**config.mk**
```make
export PLATFORM = sky130hd
export DESIGN_NAME = muldiv_unit_flat
export DESIGN_NICKNAME = d
export VERILOG_FILES = /design/src/rtl/muldiv_unit_if.sv /design/src/rtl/muldiv_unit.sv /design/src/flat_wrapper.sv
export SDC_FILE = /design/constraint.sdc
export NUM_CORES = 1
export LEC_CHECK = 0
export CAP_MARGIN = 0
export CORE_MARGIN = 2
export CORE_UTILIZATION = 24
export DETAILED_ROUTE_END_ITERATION = 8
export PLACE_DENSITY_LB_ADDON = 0.1
export SETUP_SLACK_MARGIN = 0.2
export SLEW_MARGIN = 20
export SYNTH_ARGS = -nofsm -noshare
export SYNTH_HDL_FRONTEND = slang
export SYNTH_SLANG_ARGS = --single-unit
export TNS_END_PERCENT = 30
```
**constraint.sdc**
```tcl
create_clock -name clock -period 8.6 [get_ports clock]
set_input_delay 1.72 -clock clock [delete_from_list [all_inputs] [get_ports clock]]
set_output_delay 1.72 -clock clock [all_outputs]
set_load 0.02 [all_outputs]
```
**src/rtl/muldiv_unit_if.sv**
```systemverilog
// Request / write-back bundle between the core and the iterative multiply/divide unit.
// Handshake: a request is taken on a rising edge where start=1, flush=0 and busy=0;
// busy then stays high through the one-cycle done/wb_en pulse, and start is ignored meanwhile.
interface muldiv_unit_if #(
  parameter int XLEN       = 32,
  parameter int REG_ADDR_W = 5
);
  logic                  start;
  logic                  flush;
  logic [1:0]            op;
  logic [XLEN-1:0]       operand_a;
  logic [XLEN-1:0]       operand_b;
  logic [REG_ADDR_W-1:0] dest_reg;
  logic                  busy;
  logic                  done;
  logic                  wb_en;
  logic [REG_ADDR_W-1:0] wb_reg;
  logic [XLEN-1:0]       wb_data;
  logic [1:0]            fsm_state;

  modport master (
    output start, flush, op, operand_a, operand_b, dest_reg,
    input  busy, done, wb_en, wb_reg, wb_data, fsm_state
  );

  modport slave (
    input  start, flush, op, operand_a, operand_b, dest_reg,
    output busy, done, wb_en, wb_reg, wb_data, fsm_state
  );
endinterface

```
**src/rtl/muldiv_unit.sv**
```systemverilog
// Iterative unsigned multiply (shift-add) / divide (restoring) unit, one bit per cycle,
// writing its single result back through a register-file write port.
module muldiv_unit #(
  parameter int XLEN       = 32,
  parameter int REG_ADDR_W = 5
) (
  input  logic          clock,
  input  logic          rst,
  muldiv_unit_if.slave  bus
);
  typedef enum logic [1:0] {
    IDLE = 2'd0,
    MUL  = 2'd1,
    DIV  = 2'd2,
    DONE = 2'd3
  } state_t;

  localparam int CNT_W = $clog2(XLEN);

  state_t                state;
  state_t                state_nxt;
  logic [CNT_W-1:0]      count;
  logic [1:0]            op_q;
  logic [REG_ADDR_W-1:0] dest_q;
  logic [XLEN-1:0]       opnd_q;
  logic [2*XLEN-1:0]     acc;
  logic [XLEN-1:0]       rem;

  logic                  accept;
  logic                  div_zero;
  logic                  last_step;
  logic [XLEN:0]         mul_sum;
  logic [XLEN:0]         div_part;
  logic [XLEN:0]         div_diff;

  assign accept    = (state == IDLE) && bus.start && !bus.flush;
  assign div_zero  = bus.op[1] && (bus.operand_b == '0);
  assign last_step = (count == CNT_W'(XLEN - 1));

  // Multiply: acc = {partial high, remaining multiplier bits}; divide: acc low half
  // shifts dividend bits out the top and quotient bits in at the bottom.
  assign mul_sum  = {1'b0, acc[2*XLEN-1:XLEN]} + (acc[0] ? {1'b0, opnd_q} : '0);
  assign div_part = {rem, acc[XLEN-1]};
  assign div_diff = div_part - {1'b0, opnd_q};

  always_ff @(posedge clock or negedge rst) begin
    if (!rst) state <= IDLE;
    else      state <= state_nxt;
  end

  always_comb begin
    state_nxt = state;
    if (bus.flush) begin
      state_nxt = IDLE;
    end else begin
      case (state)
        IDLE:     if (bus.start) state_nxt = div_zero ? DONE : (bus.op[1] ? DIV : MUL);
        MUL, DIV: if (last_step) state_nxt = DONE;
        DONE:     state_nxt = IDLE;
        default:  state_nxt = IDLE;
      endcase
    end
  end

  always_ff @(posedge clock or negedge rst) begin
    if (!rst) begin
      count  <= '0;
      op_q   <= '0;
      dest_q <= '0;
      opnd_q <= '0;
      acc    <= '0;
      rem    <= '0;
    end else if (bus.flush) begin
      count <= '0;
    end else if (accept) begin
      count  <= '0;
      op_q   <= bus.op;
      dest_q <= bus.dest_reg;
      opnd_q <= bus.op[1] ? bus.operand_b : bus.operand_a;
      if (!bus.op[1]) begin
        acc <= {{XLEN{1'b0}}, bus.operand_b};
        rem <= '0;
      end else if (div_zero) begin
        // Preload the divide-by-zero results so DONE reads them like any other.
        acc <= {{XLEN{1'b0}}, {XLEN{1'b1}}};
        rem <= bus.operand_a;
      end else begin
        acc <= {{XLEN{1'b0}}, bus.operand_a};
        rem <= '0;
      end
    end else if (state == MUL) begin
      acc   <= {mul_sum, acc[XLEN-1:1]};
      count <= count + CNT_W'(1);
    end else if (state == DIV) begin
      rem            <= div_diff[XLEN] ? div_part[XLEN-1:0] : div_diff[XLEN-1:0];
      acc[XLEN-1:0]  <= {acc[XLEN-2:0], ~div_diff[XLEN]};
      count          <= count + CNT_W'(1);
    end
  end

  always_comb begin
    bus.busy    = (state != IDLE);
    bus.done    = (state == DONE);
    bus.wb_en   = 1'b0;
    bus.wb_reg  = '0;
    bus.wb_data = '0;
    if (state == DONE) begin
      bus.wb_en  = (dest_q != '0) && !bus.flush;
      bus.wb_reg = dest_q;
      case (op_q)
        2'b00:   bus.wb_data = acc[XLEN-1:0];
        2'b01:   bus.wb_data = acc[2*XLEN-1:XLEN];
        2'b10:   bus.wb_data = acc[XLEN-1:0];
        default: bus.wb_data = rem;
      endcase
    end
  end

  assign bus.fsm_state = state;
endmodule
```
**src/flat_wrapper.sv**
```systemverilog
// flat-port wrapper written by rule: the top's interface ports become plain ports
module muldiv_unit_flat 
#(
  parameter int XLEN       = 32,
  parameter int REG_ADDR_W = 5
)
  (clock, rst, bus_start, bus_flush, bus_op, bus_operand_a, bus_operand_b, bus_dest_reg, bus_busy, bus_done, bus_wb_en, bus_wb_reg, bus_wb_data, bus_fsm_state);
  muldiv_unit_if #(.XLEN(XLEN), .REG_ADDR_W(REG_ADDR_W)) bus_i ();
  input  logic clock;
  input  logic rst;
  input wire logic [$bits(bus_i.start)-1:0] bus_start;
  input wire logic [$bits(bus_i.flush)-1:0] bus_flush;
  input wire logic [$bits(bus_i.op)-1:0] bus_op;
  input wire logic [$bits(bus_i.operand_a)-1:0] bus_operand_a;
  input wire logic [$bits(bus_i.operand_b)-1:0] bus_operand_b;
  input wire logic [$bits(bus_i.dest_reg)-1:0] bus_dest_reg;
  output wire logic [$bits(bus_i.busy)-1:0] bus_busy;
  output wire logic [$bits(bus_i.done)-1:0] bus_done;
  output wire logic [$bits(bus_i.wb_en)-1:0] bus_wb_en;
  output wire logic [$bits(bus_i.wb_reg)-1:0] bus_wb_reg;
  output wire logic [$bits(bus_i.wb_data)-1:0] bus_wb_data;
  output wire logic [$bits(bus_i.fsm_state)-1:0] bus_fsm_state;
  assign bus_i.start = bus_start;
  assign bus_i.flush = bus_flush;
  assign bus_i.op = bus_op;
  assign bus_i.operand_a = bus_operand_a;
  assign bus_i.operand_b = bus_operand_b;
  assign bus_i.dest_reg = bus_dest_reg;
  assign bus_busy = bus_i.busy;
  assign bus_done = bus_i.done;
  assign bus_wb_en = bus_i.wb_en;
  assign bus_wb_reg = bus_i.wb_reg;
  assign bus_wb_data = bus_i.wb_data;
  assign bus_fsm_state = bus_i.fsm_state;
  muldiv_unit #(.XLEN(XLEN), .REG_ADDR_W(REG_ADDR_W)) u_core (.clock(clock), .rst(rst), .bus(bus_i));
endmodule
```
==> key figures <==
Status
  – Status: finished, final reports clean

GRT
  – GRT overflow: 0
  – First-pass GRT wire length: 69630 um
  – Vias in the first global route: 10.77k
  – Largest net degree at the start of global routing: 83
  – Initial antenna violation count: 1
  – Tot GR Track Use: 0.1860

Logic synthesis
  – Syn Inst Count: 1389
  – Synth Area in Adders: 0.07862
  – Avg Inst Size Synth: 8.387 um^2
  – Post-synth ARST share: 1.000
  – Netlist cell types: 65
  – Synth area leaders: dfrtp_1 31%, mux2i_1 7.6%, ha_1 7.5%
  – Yosys warns: 0
  – Top FF cell, synth: dfrtp_1
  – Simple-gate portion of the synthesized area: 0.1715
  – Syn Std Cell Area: 0.01165 mm^2
  – Mapped Nets: 1536
  – Yosys top cell by area: dfrtp_1
  – Synth top area share: 0.3050
  – Synth Area in Compound Gates: 0.2414
  – EDFF count, synth: 0
  – Mux contribution to synthesized area: 0.1074
  – Combinational family with the most area after synthesis: compound AO/OA/AOI/OAI gates
  – Register area share after synthesis: 0.3050
  – Post-Synth XOR/XNOR Area: 0.04908
  – Flops & latches, synth: 142

Job
  – Max Cap Violations: 0

CTS
  – Clock-pin slew on the worst setup and hold paths: 0.06 ns
  – CTS tree: done
  – Setup repair bufs after CTS: 0
  – CTS resizes: 0
  – Root Driver: clkbuf_16
  – Max Root-Sink Buffers: 2
  – # clock sinks: 142
  – Hold buffer count at cts: 0
  – Clk_lat worst skew: 0.48 ns
  – CTS H-Tree Depth: 4
  – Total CTS buffers: 17

Detailed routing
  – Vias: 10.70k
  – DR vias/cell: 5.146
  – Drt total wl: 45890 um
  – Drt drc: 0
  – WL/cell: 22.07 um
  – Initial DRC count: 655
  – DRT Pass-1 Iters: 5
  – Final ANT Viol Nets: 0

Timing
  – Worst slew margin: 0.2740
  – Min Tclk post-route: 5.180 ns
  – Tcrit/Tclk final: 0.6024
  – Max Transition Viols Final: 0
  – Fmax: 193.0 MHz
  – Setup ws final: 3.420 ns
  – Fin. Hold Viols: 0
  – Clock Skew: 0.009820 ns
  – Finish-stage setup viols: 0
  – Setup TNS: 0 ns
  – RSZ-0062 raised after global routing: no
  – Worst-margin pin slew: 1.089 ns
  – Hold slack: 0.5072 ns

Placed design
  – Port bufs: 116
  – Placed cell areas: 0.01338 mm^2
  – Final HPWL DP: 33190 um
  – Placer Congestion: 0.8459
  – Placed insts: 2047
  – Place WS: 2.723 ns

Worst setup path
  – Crit Path Max Fanout: 15
  – Setup crit end kind: output port
  – Required time worst endpoint: 6.88 ns
  – CP Class: in -> out
  – CP startpoint kind: input port
  – Worst endpoint data arrival time: 3.46 ns

Final layout
  – Most common cell after layout, fill and taps aside: nand2_1
  – Most frequent cells in the layout: 199 x nand2_1, 139 x dfrtp_1, 114 x clkdlybuf4s50_1, 100 x o21ai_0, 94 x a21oi_1
  – Fill count: 5181
  – Finished Layout Cells: 2079
  – Fin area: 0.01398 mm^2
  – Layout Utilization: 0.2923
  – Diode count: 0
  – Fin nets: 1598
  – Share of cells above drive strength 1: 0.06967
  – Area growth from synthesis to final layout: 20.03%

Die
  – Die W: 224.3 um
  – DIE AREA: 0.05032 mm^2
  – Core Area: 0.04785 mm^2
  – Num rows: 80
  – Initial core utilization: 0.2435
  – Io pins: 117
  – Die height: 224.3 um

Power
  – P_leak: 6.461 nW
  – PD cells: 410.9 mW/mm^2
  – Power Total: 5.746 mW
  – VDD IR max: 0.0001699 V

Hold path
  – Hold Crit Class: reg -> reg
[layer usage]
layer | GRT usage | up-vias | routed length (um)
li1 | - | 5163 | -
met1 | 0.2556 | 5209 | 22120
met2 | 0.2964 | 282 | 20800
met3 | 0.03357 | 45 | 2135
met4 | 0.05618 | 0 | 822
met5 | 0 | - | 0
[registers in the layout, summed over array words and instances, names as in the netlist]
name and cells:
u_core.opnd_q 32, u_core.rem 32, u_core.op_q 2, u_core.acc 64, u_core.dest_q 5, u_core.bus.fsm_state 2, u_core.count 5
[report_power, final]
part	internal, mW	leakage (nW)	switching, mW
Sequential	0.964	1.77	0.436
Clock	0.478	0.289	0.321
Combinational	1.46	4.41	2.09
[synthesized netlist by cell type, types with 33 or more instances]
library cell	n
xnor2_1	37
mux2i_1	89
o211a_1	33
dfrtp_1	142
ha_1	70
o21ai_0	100
nand2_1	199
a31oi_1	43
and3_1	35
inv_1	51
and2_1	39
nor2_1	72
a21oi_1	95
clkbuf_1	71
[critical path, cell delays in order]
cell,delay [ns]
clkdlybuf4s50_1,0.74
nor3b_1,0.35
clkdlybuf4s50_1,0.65
[cell families after synthesis]
| kind of cell | after synthesis |
|---|---|
| AND/OR/NAND/NOR | 430 |
| AO/OA/AOI/OAI | 425 |
| flip-flops | 142 |
| buffers and inverters | 138 |
| multiplexers | 121 |
| adder cells (fa/ha/maj) | 72 |
| XOR/XNOR | 61 |
[cell type report]
type / instances / area [um^2] / area share
Inverter: 51 / 191.4 / 0.01369
Multi-Input combinational cell: 1109 / 7604 / 0.5438
Tap cell: 615 / 769.5 / 0.05503
Timing Repair Buffer: 130 / 1265 / 0.09046
Sequential cell: 142 / 3557 / 0.2544
Clock inverter: 6 / 107.6 / 0.007695
Clock buffer: 26 / 489.2 / 0.03499
[path summary, 6_finish.rpt]
| check | end | from | cells past startpoint | slack, ns |
|---|---|---|---|---|
| setup / recovery | bus_wb_en | bus_flush | 3 | 3.42 |
| hold / removal | u_core.dest_q[4] | u_core.dest_q[4] | 2 | 0.51 |
| setup reg to reg | u_core.rem[15] | u_core.acc[31] | 12 | 4.38 |
| hold reg to reg | u_core.dest_q[4] | u_core.dest_q[4] | 2 | 0.51 |
| max in group asynchronous | u_core.count[3] | rst | 2 | 5.85 |
| min in group asynchronous | u_core.acc[3] | rst | 1 | 1.31 |
Note: power is estimated with default switching activity, not from simulation.
